--- src/rtl/rtc_alarm_scheduler.sv ---
// rtc_alarm_scheduler: scans N_ALARMS alarm slots one per cycle against a time snapshot on each tick and raises per-slot pending flags plus one IRQ.
// Define RTC_ALARM_WILDCARD_EN to store a per-slot field care mask (mask bit 0 = ignore that field).
module rtc_alarm_scheduler #(
    parameter int N_ALARMS = 4,
    localparam int IDX_W = $clog2(N_ALARMS)
) (
    input  logic                clk_i,
    input  logic                rst_i,
    input  logic                tick_i,
    input  logic [5:0]          cur_sec_i,
    input  logic [5:0]          cur_min_i,
    input  logic [5:0]          cur_hour_i,
    input  logic [1:0]          cur_mode_i,
    input  logic [2:0]          cur_day_of_week_i,
    input  logic [4:0]          cur_day_of_month_i,
    input  logic [3:0]          cur_month_i,
    input  logic [11:0]         cur_year_i,
    input  logic                cfg_we_i,
    input  logic [IDX_W-1:0]    cfg_idx_i,
    input  logic                cfg_en_i,
    input  logic [43:0]         cfg_time_i,
    input  logic [7:0]          cfg_mask_i,
    input  logic                ack_i,
    input  logic [IDX_W-1:0]    ack_idx_i,
    output logic [N_ALARMS-1:0] pending_o,
    output logic                irq_o,
    output logic                busy_o,
    output logic                scan_ovf_o
);
    localparam logic [0:0] IDLE = 1'b0;
    localparam logic [0:0] SCAN = 1'b1;

    logic [0:0]          state_q, state_d;
    logic [IDX_W-1:0]    idx_q, idx_d;
    logic [43:0]         snap_q, snap_d;
    logic                rescan_q, rescan_d;
    logic                ovf_q, ovf_d;
    logic [N_ALARMS-1:0] pending_q, pending_d;
    logic [N_ALARMS-1:0] en_q, en_d;
    logic [43:0]         time_q [N_ALARMS];
    logic [43:0]         time_d [N_ALARMS];
    logic [43:0]         care;
    logic [43:0]         cur;
    logic                last;
    logic                match;

`ifdef RTC_ALARM_WILDCARD_EN
    logic [7:0] mask_q [N_ALARMS];
    logic [7:0] mask_d [N_ALARMS];
    logic [7:0] m;
    assign m = mask_q[idx_q];
    // Expand the per-field mask onto the packed time layout
    assign care = {{12{m[7]}}, {4{m[6]}}, {5{m[5]}}, {3{m[4]}},
                   {2{m[3]}}, {6{m[2]}}, {6{m[1]}}, {6{m[0]}}};
`else
    logic unused_mask;
    assign unused_mask = ^cfg_mask_i;
    assign care = '1;
`endif

    assign cur = {cur_year_i, cur_month_i, cur_day_of_month_i, cur_day_of_week_i,
                  cur_mode_i, cur_hour_i, cur_min_i, cur_sec_i};
    assign last  = idx_q == IDX_W'(N_ALARMS - 1);
    assign match = state_q == SCAN && en_q[idx_q] && ((time_q[idx_q] ^ snap_q) & care) == '0;

    always_comb begin
        state_d   = state_q;
        idx_d     = idx_q;
        snap_d    = snap_q;
        rescan_d  = rescan_q;
        ovf_d     = ovf_q;
        pending_d = pending_q;
        en_d      = en_q;
        time_d    = time_q;
`ifdef RTC_ALARM_WILDCARD_EN
        mask_d    = mask_q;
`endif
        if (state_q == IDLE) begin
            if (tick_i) begin
                snap_d  = cur;
                idx_d   = '0;
                state_d = SCAN;
            end
        end else begin
            if (tick_i) begin
                rescan_d = 1'b1;
                ovf_d    = ovf_q | rescan_q;
            end
            idx_d = idx_q + 1'b1;
            // A tick landing on the final slot edge restarts the scan immediately
            if (last) begin
                idx_d    = '0;
                rescan_d = 1'b0;
                snap_d   = (rescan_q || tick_i) ? cur : snap_q;
                state_d  = (rescan_q || tick_i) ? SCAN : IDLE;
            end
        end
        for (int i = 0; i < N_ALARMS; i++) begin
            if (ack_i && ack_idx_i == IDX_W'(i))
                pending_d[i] = 1'b0;
            if (match && idx_q == IDX_W'(i))
                pending_d[i] = 1'b1;
            if (cfg_we_i && cfg_idx_i == IDX_W'(i)) begin
                en_d[i]   = cfg_en_i;
                time_d[i] = cfg_time_i;
`ifdef RTC_ALARM_WILDCARD_EN
                mask_d[i] = cfg_mask_i;
`endif
                if (!cfg_en_i)
                    pending_d[i] = 1'b0;
            end
        end
    end

    always_ff @(posedge clk_i) begin
        if (rst_i) begin
            state_q   <= IDLE;
            idx_q     <= '0;
            snap_q    <= '0;
            rescan_q  <= 1'b0;
            ovf_q     <= 1'b0;
            pending_q <= '0;
            en_q      <= '0;
            time_q    <= '{default: '0};
`ifdef RTC_ALARM_WILDCARD_EN
            mask_q    <= '{default: '1};
`endif
        end else begin
            state_q   <= state_d;
            idx_q     <= idx_d;
            snap_q    <= snap_d;
            rescan_q  <= rescan_d;
            ovf_q     <= ovf_d;
            pending_q <= pending_d;
            en_q      <= en_d;
            time_q    <= time_d;
`ifdef RTC_ALARM_WILDCARD_EN
            mask_q    <= mask_d;
`endif
        end
    end

    assign pending_o  = pending_q;
    assign irq_o      = |pending_q;
    assign busy_o     = state_q == SCAN;
    assign scan_ovf_o = ovf_q;
endmodule

--- config.mk ---
export PLATFORM = sky130hd
export DESIGN_NAME = rtc_alarm_scheduler
export DESIGN_NICKNAME = d
export VERILOG_FILES = /design/src/rtl/rtc_alarm_scheduler.sv
export SDC_FILE = /design/constraint.sdc
export NUM_CORES = 1
export LEC_CHECK = 0
export CORE_ASPECT_RATIO = 0.5
export CORE_MARGIN = 2
export CORE_UTILIZATION = 40
export DETAILED_ROUTE_END_ITERATION = 8
export PLACE_DENSITY_LB_ADDON = 0.12
export SYNTH_ARGS = -nofsm -noshare
export SYNTH_HDL_FRONTEND = slang
export SYNTH_SLANG_ARGS = --single-unit
--- constraint.sdc ---
create_clock -name clk_i -period 5.8 [get_ports clk_i]
set_clock_uncertainty 0.2 [all_clocks]
set_input_delay 1.16 -clock clk_i [delete_from_list [all_inputs] [get_ports clk_i]]
set_output_delay 1.16 -clock clk_i [all_outputs]
set_load 0.02 [all_outputs]
==> summary.txt, run 1 <==
Yosys
  • Syn Nets: 1,323
  • Synth Register Bits: 233
  • Seq/Total Area, Yosys: 46.0%
  • Ys flop type: dfxtp_1
  • Post-synth ARST share: 0%
  • Post-Syn Instances: 1,213
  • Post-synth EDFFs: 0
  • Yosys cell types: 53
  • Yosys warning count: 0
  • Mean area per synthesized cell: 8.36 um^2
  • Cell area after synthesis: 10,100 um^2

Timing
  • Min cycle time layout: 3.59 ns
  • Fin crit share: 62.0%
  • Pins over their slew limit: 0
  • Slew of the pin with the lowest slew margin: 1.05 ns
  • RSZ-0062 raised after global routing: false
  • Final setup violation count: 0
  • Final hold viol count: 0
  • Worst Hold Slack: 0.253 ns
  • Setup TNS: 0 ns
  • Max Freq: 0.278 GHz
  • Slew HR: 29.7%

Worst setup path
  • Worst EP required: 6.04 ns
  • Crit Path Max Fanout: 39
  • CP Launch Type: flop
  • Crit end category: flop
  • Critical path origin: idx_q[1]
  • Critical path class: reg2reg
  • Critical Path AT: 3.83 ns
  • Worst r2r src: idx_q[1]
  • Reg-to-reg slack, setup: 2.21 ns

Floorplan
  • Num rows: 41
  • Core box area: 25,000 um^2
  • Total die area: 26,700 um^2
  • I/O pins: 113
  • Die height: 117 um
  • Initial Utilization: 40.5%
  • Die span in x: 229 um

Routing
  • ANT nets after route: 0
  • Initial DRC Count: 698
  • Final WL: 30.4 mm
  • First drt pass iteration count: 5
  • DRC viols: 0
  • Via count: 8,611
  • Vias per inst: 5.29
  • Routed wire per std cell: 18.7 um

CTS
  • CTS Buf Count: 22
  • Setup repair bufs after CTS: 0
  • Post-cts hold buffer count: 0
  • Clock transition at path regs: 0.07 ns
  • TritonCTS clock tree: yes
  • Clock Latency Late Sink: 0.51 ns
  • CTS H-tree depth: 1
  • Root buf cell: clkbuf_16
  • Post-CTS resize count: 0
  • CTS sink cnt: 233
  • CTS max path bufs: 3

GRT
  • Global-route wire length before repair: 47.0 mm
  • Global-route usage over all layers: 22.7%
  • Initial antenna violation count: 1
  • Vias in the first global route: 8,347
  • Largest net degree at the start of global routing: 146
  • Gr ovfl total: 0

Cells and area
  • Fin nets: 1,378
  • Most frequent cells in the layout: 455 x nand2_1, 231 x dfxtp_1, 228 x a21oi_1
  • Fin util: 48.8%
  • Fin area: 12,200 um^2
  • Fraction of layout cells with a size suffix above 1: 8.18%
  • Commonest non-fill, non-tap cell in the layout: nand2_1
  • Synthesis-to-finish area growth: 20.4%
  • N_diodes: 0
  • Finished Layout Cells: 1,628

Run status
  • Status: complete, no violations

Place
  • IO buf count: 104
  • Placed inst area: 11,400 um^2
  • DP Wirelength: 19.0 mm
  • Inst Count DP: 1,588
  • GPL Wtd Cong: 0.827

Power
  • Switch Pwr: 0.912 mW
  • Pint: 2.89 mW
  • Clock share of power: 44.5%
  • P per Cell Area: 311 nW/um^2
  • Switch share: 24.0%
  • Logic pwr share: 10.5%
  • Worst IR drop on VDD: 0.154 mV
  • Sequential share of power: 45.0%
  • Leak: 4.21 nW

Hold path
  • Min-Delay Path Class: reg2reg
  • Hold Crit Start: time_q[138]

Flow run
  • Reported max-cap violation count: 0
[routing by layer]
metal / track usage, % / vias up / part of all wire (%)
met4: 4.85 / 2 / 1.7
li1: - / 4195 / -
met1: 32.0 / 4162 / 48
met2: 37.3 / 212 / 45
met3: 3.32 / 40 / 5.3
met5: 0 / - / 0.033
[per-stage QoR]
step | power, mW | setup WS, ns
after floorplan | 1.96 | 3.16
after global placement | 2.13 | 2.15
after detailed placement | 2.14 | 2.10
after CTS | 3.82 | 2.16
after global routing | 3.94 | 1.98
final | 3.80 | 2.21
[state kept, by name (all words and copies together) (netlist names)]
signal,cells
scan_ovf_o,1
busy_o,1
en_q,4
rescan_q,1
idx_q,2
time_q,176
pending_o,4
snap_q,44
[area by class of cell]
type | instances | area [um^2]
clock inverters | 9 | 201
multi-input cells | 877 | 5030
inverters | 15 | 56.3
well taps | 344 | 430
flip-flops and latches | 233 | 4670
repair buffers | 119 | 1170
fillers | 2431 | 12800
clock buffers | 31 | 656
[final timing paths]
| kind | to | cells after the start |
|---|---|---|
| setup / recovery | pending_o[2] | 8 |
| hold / removal | time_q[138] | 2 |
| setup reg to reg | pending_o[2] | 8 |
| hold reg to reg | time_q[138] | 2 |
[cells in the mapped netlist (4+ instances only)]
cell	number	area share, %
nand2_1	455	17
dfxtp_1	233	46
a21oi_1	228	11
clkbuf_1	70	2.6
mux4_2	30	6.7
mux2i_1	29	2.9
xor2_1	18	1.6
inv_1	15	0.55
xnor2_1	15	1.3
nor2_1	14	0.52
o22ai_1	11	0.68
buf_6	7	0.78
mux4_1	7	1.8
nor3_1	6	0.30
o21ai_0	5	0.25
ha_1	4	0.49
nor4_2	4	0.49
[critical path, stage by stage (launching register included)]
cell       delay, ns
dfxtp_4         0.81
buf_4           0.46
mux4_2          0.56
xor2_1          0.16
nor4_2          0.22
o2111ai_1       0.29
nor4_4          0.40
nand3_1         0.16
a211oi_2        0.22
[kinds of logic (layout without fill, tap and decap cells)]
group / after synthesis / in the layout / share of synthesized area, %
AO/OA/AOI/OAI: 266 / 266 / 14.0
XOR/XNOR: 33 / 33 / 2.85
adder cells (fa/ha/maj): 4 / 4 / 0.493
buffers and inverters: 103 / 174 / 4.80
flip-flops: 233 / 233 / 46.0
multiplexers: 71 / 71 / 11.9
AND/OR/NAND/NOR: 503 / 503 / 20.0
[power groups by stage]
stage	registers, mW	clock network [mW]	logic [mW]
2_1_floorplan	1.73	0	0.237
3_3_place_gp	1.74	0	0.391
3_5_place_dp	1.75	0	0.397
4_1_cts	1.71	1.72	0.399
5_1_grt	1.72	1.79	0.434
6_report	1.71	1.69	0.399
No activity file was read; power rests on OpenSTA's default activity.
==> run 2, diff against run 1 <==
clock period = 3.46 ns   (was 5.8 ns; I/O delays follow)
==> run 2 against run 1 <==
Against the previous run: combinational power up 79%; clock power increased by 66%; die area unchanged; design area up 2.3%; largest power group unchanged; global-route usage up 0.33 points; power up 68%.
==> summary.txt, run 2 (same netlist as run 1, synthesis figures left out) <==
Hold path
  • Min-Delay Path Class: reg2reg (unchanged)
  • Hold depth: 2 (unchanged)
  • Hold Crit Start: time_q[166] (was time_q[138])
  • Hold Crit Endpoint: time_q[166] (was time_q[138])

GRT
  • Vias in the first global route: 8,457 (was 8,347)
  • Global-route wire length before repair: 47.9 mm (was 47.0 mm)
  • Largest net degree at the start of global routing: 96 (was 146)
  • Initial antenna violation count: 0 (was 1)
  • Global-route usage over all layers: 23.0% (was 22.7%)
  • Gr ovfl total: 0 (unchanged)

Place
  • Place WS: 0.381 ns (was 2.10 ns)
  • IO buf count: 104 (unchanged)
  • GPL Wtd Cong: 0.940 (was 0.827)
  • DP Wirelength: 19.7 mm (was 19.0 mm)

Floorplan
  • Initial Utilization: 40.5% (unchanged)
  • Total die area: 26,700 um^2 (unchanged)
  • Die span in x: 229 um (unchanged)
  • Core box area: 25,000 um^2 (unchanged)
  • Num rows: 41 (unchanged)
  • I/O pins: 113 (unchanged)
  • Die height: 117 um (unchanged)

Cells and area
  • Largest registers: time_q: 176 flops, snap_q: 44 flops (unchanged)
  • Most frequent cells in the layout: 455 x nand2_1, 231 x dfxtp_1, 228 x a21oi_1 (unchanged)
  • Synthesis-to-finish area growth: 23.1% (was 20.4%)
  • N_diodes: 0 (unchanged)
  • Commonest non-fill, non-tap cell in the layout: nand2_1 (unchanged)
  • Register bank with the most flops: time_q (unchanged)
  • Fin nets: 1,394 (was 1,378)
  • Max FFs per register: 176 (unchanged)
  • Fraction of layout cells with a size suffix above 1: 9.31% (was 8.18%)

Worst setup path
  • Critical path origin: idx_q[1] (unchanged)
  • Reg-to-reg slack, setup: 0.29 ns (was 2.21 ns)
  • Critical Path AT: 3.41 ns (was 3.83 ns)
  • Length in cells of the worst reg-to-reg path: 8 (unchanged)
  • Worst EP required: 3.70 ns (was 6.04 ns)
  • Worst R2R End: pending_o[2] (unchanged)
  • Worst path cell trace: buf_12, mux4_1, xor2_1, nor4_2, nand4_1, nor4_4, nand3_1, a211oi_2 (was buf_4, mux4_2, xor2_1, nor4_2, o2111ai_1, nor4_4, nand3_1, a211oi_2)
  • CP max-delay cell: mux4_1 (was dfxtp_4)
  • Crit path largest cell delay: 0.58 ns (was 0.81 ns)
  • Crit Path Max Fanout: 14 (was 39)
  • Worst path bufs/invs: 1 (unchanged)
  • Critical path class: reg2reg (unchanged)
  • Worst r2r src: idx_q[1] (unchanged)
  • Crit end category: flop (unchanged)
  • CP delay by family, top: simple AND/OR/NAND/NOR gates (was flip-flops)
  • CP Launch Type: flop (unchanged)

Power
  • Worst IR drop on VDD: 0.263 mV (was 0.154 mV)
  • Total power: 6.38 mW (was 3.80 mW)
  • Leak: 4.35 nW (was 4.21 nW)
  • P per Cell Area: 511 nW/um^2 (was 311 nW/um^2)

CTS
  • CTS sink cnt: 233 (unchanged)
  • Post-cts hold buffer count: 0 (unchanged)
  • Setup repair bufs after CTS: 0 (unchanged)
  • Clock transition at path regs: 0.07 ns (about the same)
  • Root buf cell: clkbuf_16 (unchanged)
  • Post-CTS resize count: 0 (unchanged)
  • Clock Latency Late Sink: 0.52 ns (was 0.51 ns)
  • CTS Buf Count: 22 (unchanged)
  • TritonCTS clock tree: yes (unchanged)
  • CTS H-tree depth: 1 (unchanged)
  • CTS max path bufs: 3 (unchanged)

Routing
  • Routed wire per std cell: 18.8 um (was 18.7 um)
  • Via count: 8,724 (was 8,611)
  • Vias per inst: 5.31 (was 5.29)
  • Initial DRC Count: 782 (was 698)
  • ANT nets after route: 0 (unchanged)
  • DRC viols: 0 (unchanged)
  • First drt pass iteration count: 5 (unchanged)
  • Final WL: 31.0 mm (was 30.4 mm)

Timing
  • Pins over their slew limit: 0 (unchanged)
  • Setup ws final: 0.291 ns (was 2.21 ns)
  • RSZ-0062 raised after global routing: false (unchanged)
  • Fin crit share: 91.6% (was 62.0%)
  • Max Freq: 0.316 GHz (was 0.278 GHz)
  • Min cycle time layout: 3.17 ns (was 3.59 ns)
  • Final setup violation count: 0 (unchanged)
  • Setup TNS: 0 ns (unchanged)
  • Slew HR: 56.1% (was 29.7%)
  • Final hold viol count: 0 (unchanged)
  • Slew of the pin with the lowest slew margin: 0.656 ns (was 1.05 ns)

Flow run
  • Reported max-cap violation count: 0 (unchanged)

Run status
  • Status: complete, no violations (unchanged)
-- run 2: report_power, final --
group          switching [mW]  internal (mW)  leakage [nW]
clock network            1.05           1.76         0.419
registers              0.0734           2.79          1.90
logic                   0.403          0.310          2.03
total                    1.53           4.85          4.35
-- run 2: worst reg2reg max path: cells and delay by family (launching register included) --
kind                      cells  cell delay [ns]
and+or+nand+nor               4             1.18
muxes                         1             0.59
DFF                           1             0.51
buffers and inverters         1             0.22
AOI/OAI and AO/OA             1             0.22
xor gates and xnor gates      1             0.17
-- run 2: how the worst max path moves through the flow --
stage	to	slack, ns	depth (start not counted)
after detailed placement	pending_o[2]	0.38	8
after CTS	pending_o[2]	0.36	8
after global routing	pending_o[2]	0.20	8
after floorplan	pending_o[2]	0.92	9
after global placement	pending_o[2]	0.40	8
final	pending_o[2]	0.29	8
-- run 2: per-layer routing --
metal | vias to the layer above | GRT usage, % | part of all wire, %
li1 | 4234 | - | -
met1 | 4235 | 32.7 | 48
met2 | 227 | 37.5 | 45
met3 | 28 | 3.83 | 5.6
met4 | 0 | 4.16 | 1.2
met5 | - | 0 | 0
-- run 2: final cells by class --
| cell class | instances | area, um^2 |
|---|---|---|
| Tap cell | 344 | 430 |
| Fill cell | 2433 | 12500 |
| Sequential cell | 233 | 4670 |
| Clock inverter | 6 | 155 |
| Inverter | 15 | 56.3 |
| Clock buffer | 34 | 697 |
| Timing Repair Buffer | 135 | 1450 |
| Multi-Input combinational cell | 877 | 5030 |
-- run 2: metrics by stage --
stage               hold slack, ns  area [um^2]  util (%)  cells
global placement             0.237        11600      46.5   1604
finish                       0.251        12500      49.9   1644
detailed placement           0.245        11600      46.5   1604
floorplan                    0.232        10100         -   1213
CTS                          0.254        12500      49.9   1644
global route                 0.267        12500      49.9   1644
==> run 3, diff against run 2 <==
CORE_ASPECT_RATIO = not set   (was 0.5)
CTS_BUF_LIST = sky130_fd_sc_hd__clkbuf_4   (was not set)
==> run 3 against run 2 <==
Against the previous run: final cell count is 4.0% higher; sequential share of layout area up 0.11 points; sequential power is essentially flat; register-to-register slack about the same; worst setup slack lost 0.0034 ns; clock power fell by 12%; flip-flop and latch count stayed put; clock-buffer cell count increased by 71; die area is 0.29% lower; wire length decreased by 3.6%; maximum frequency is 0.11% lower; global-route usage down 0.11 points.
==> summary.txt, run 3 (same netlist as run 1, synthesis figures left out) <==
Run status
  • Status: complete, no violations (unchanged)

Floorplan
  • Total die area: 26,700 um^2 (about the same)
  • Die height: 163 um (was 117 um)
  • Die span in x: 163 um (was 229 um)
  • Initial Utilization: 40.5% (about the same)
  • Core box area: 25,000 um^2 (about the same)
  • I/O pins: 113 (unchanged)
  • Num rows: 58 (was 41)

Worst setup path
  • Worst R2R End: pending_o[2] (unchanged)
  • CP endpoint: pending_o[2] (unchanged)
  • Crit Path Max Fanout: 15 (was 14)
  • Crit path largest cell delay: 0.56 ns (was 0.58 ns)
  • Reg-to-reg slack, setup: 0.29 ns (about the same)
  • CP max-delay cell: dfxtp_4 (was mux4_1)
  • Critical path class: reg2reg (unchanged)
  • Length in cells of the worst reg-to-reg path: 8 (unchanged)
  • Crit end category: flop (unchanged)
  • CP Launch Type: flop (unchanged)
  • Critical path origin: idx_q[1] (unchanged)
  • Worst r2r src: idx_q[1] (unchanged)
  • Critical Path AT: 3.52 ns (was 3.41 ns)
  • Worst path cell trace: buf_4, mux4_2, xor2_1, nor4_2, nand4_1, nor4_4, nand3_1, a211oi_2 (was buf_12, mux4_1, xor2_1, nor4_2, nand4_1, nor4_4, nand3_1, a211oi_2)
  • Worst EP required: 3.81 ns (was 3.70 ns)

Power
  • Pint: 4.46 mW (was 4.85 mW)
  • Switch share: 26.1% (was 24.0%)
  • Logic pwr share: 11.5% (was 11.2%)
  • Worst IR drop on VDD: 0.207 mV (was 0.263 mV)
  • Clock share of power: 41.0% (was 44.0%)
  • Sequential share of power: 47.5% (was 44.8%)
  • Leak: 4.44 nW (was 4.35 nW)
  • Switch Pwr: 1.58 mW (was 1.53 mW)
  • P per Cell Area: 485 nW/um^2 (was 511 nW/um^2)

Routing
  • Met1 Wirelength: 13.4 mm (was 15.0 mm)
  • Highest Signal Layer: met4 (unchanged)
  • DRC viols: 0 (unchanged)
  • Vias per inst: 5.20 (was 5.31)
  • ANT nets after route: 0 (unchanged)
  • First drt pass iteration count: 7 (was 5)
  • Final WL: 29.8 mm (was 31.0 mm)
  • Met3 Routed Length: 1.90 mm (was 1.74 mm)
  • Routed wire per std cell: 17.4 um (was 18.8 um)
  • Initial DRC Count: 629 (was 782)
  • WL met2: 14.1 mm (was 13.9 mm)
  • Via count: 8,888 (was 8,724)

Timing
  • Final hold viol count: 0 (unchanged)
  • Slew HR: 50.7% (was 56.1%)
  • Min cycle time layout: 3.17 ns (about the same)
  • Pins over their slew limit: 0 (unchanged)
  • RSZ-0062 raised after global routing: false (unchanged)
  • Fin crit share: 91.7% (was 91.6%)
  • Final setup violation count: 0 (unchanged)
  • Max Freq: 0.315 GHz (was 0.316 GHz)
  • Slew of the pin with the lowest slew margin: 0.739 ns (was 0.656 ns)
  • Worst Hold Slack: 0.251 ns (about the same)
  • Setup TNS: 0 ns (unchanged)

GRT
  • Global-route usage over all layers: 22.9% (was 23.0%)
  • Global-route wire length before repair: 47.2 mm (was 47.9 mm)
  • Vias in the first global route: 8,586 (was 8,457)
  • Largest net degree at the start of global routing: 75 (was 96)
  • Gr ovfl total: 0 (unchanged)
  • Initial antenna violation count: 1 (was 0)

CTS
  • CTS Buf Count: 66 (was 22)
  • Clock transition at path regs: 0.07 ns (about the same)
  • Post-CTS resize count: 0 (unchanged)
  • CTS sink cnt: 233 (unchanged)
  • Setup repair bufs after CTS: 0 (unchanged)
  • Post-cts hold buffer count: 0 (unchanged)
  • TritonCTS clock tree: yes (unchanged)
  • CTS max path bufs: 3 (unchanged)
  • Clock Latency Late Sink: 0.66 ns (was 0.52 ns)
  • CTS H-tree depth: 3 (was 1)
  • Root buf cell: clkbuf_4 (was clkbuf_16)

Cells and area
  • Register bank with the most flops: time_q (unchanged)
  • Fraction of layout cells with a size suffix above 1: 14.1% (was 9.31%)
  • Synthesis-to-finish area growth: 22.7% (was 23.1%)
  • Max FFs per register: 176 (unchanged)
  • Largest registers: time_q: 176 flops, snap_q: 44 flops (unchanged)
  • Commonest non-fill, non-tap cell in the layout: nand2_1 (unchanged)
  • Most frequent cells in the layout: 455 x nand2_1, 231 x dfxtp_1, 228 x a21oi_1 (unchanged)
  • Fin nets: 1,442 (was 1,394)

Place
  • GPL Wtd Cong: 0.891 (was 0.940)
  • IO buf count: 104 (unchanged)
  • DP Wirelength: 18.5 mm (was 19.7 mm)

Hold path
  • Min-Delay Path Class: reg2reg (unchanged)

Flow run
  • Reported max-cap violation count: 0 (unchanged)
-- run 3: how the worst min path moves through the flow --
stage	cells past startpoint	startpoint	endpoint
global route	2	time_q[54]	time_q[54]
global placement	2	time_q[78]	time_q[78]
floorplan	2	time_q[100]	time_q[100]
finish	2	time_q[116]	time_q[116]
detailed placement	2	time_q[143]	time_q[143]
CTS	2	time_q[143]	time_q[143]
-- run 3: final cells by class --
class / instances / area (um^2)
fill: 2526 / 12600
multi-input combinational: 877 / 5030
sequential: 233 / 4670
timing repair buffer: 139 / 1460
clock buffer: 105 / 788
tap: 330 / 413
inverter: 15 / 56.3
clock inverter: 10 / 37.5
antenna: 1 / 2.50
-- run 3: per-layer routing --
layer	track usage [%]	up-vias
met4	6.19	0
li1	-	4379
met3	5.15	40
met1	30.1	4195
met5	0	-
met2	37.9	274
-- run 3: worst max-delay path: cells and delay by family (launching register included) --
family	cells	cell delay (ns)
AOI/OAI and AO/OA	1	0.22
DFF	1	0.56
xor gates and xnor gates	1	0.22
muxes	1	0.54
and+or+nand+nor	4	0.99
buffers and inverters	1	0.32
-- run 3: power groups by stage --
stage,combinational (mW),clock (mW),sequential [mW]
after floorplan,0.397,0,2.89
after global placement,0.695,0,2.92
after detailed placement,0.698,0,2.93
after CTS,0.701,2.56,2.87
after global routing,0.761,2.72,2.88
final,0.697,2.48,2.87
-- run 3: stage by stage --
stage               util (%)  power, mW  instance area (um^2)  std cells  worst slack (ns)
detailed placement      46.4       3.62                 11600       1594             0.361
CTS                     49.7       6.13                 12500       1709             0.299
finish                  49.7       6.04                 12500       1710             0.287
floorplan                  -       3.29                 10100       1213             0.917
global placement        46.4       3.62                 11600       1594             0.373
global route            49.7       6.36                 12500       1710            0.0572
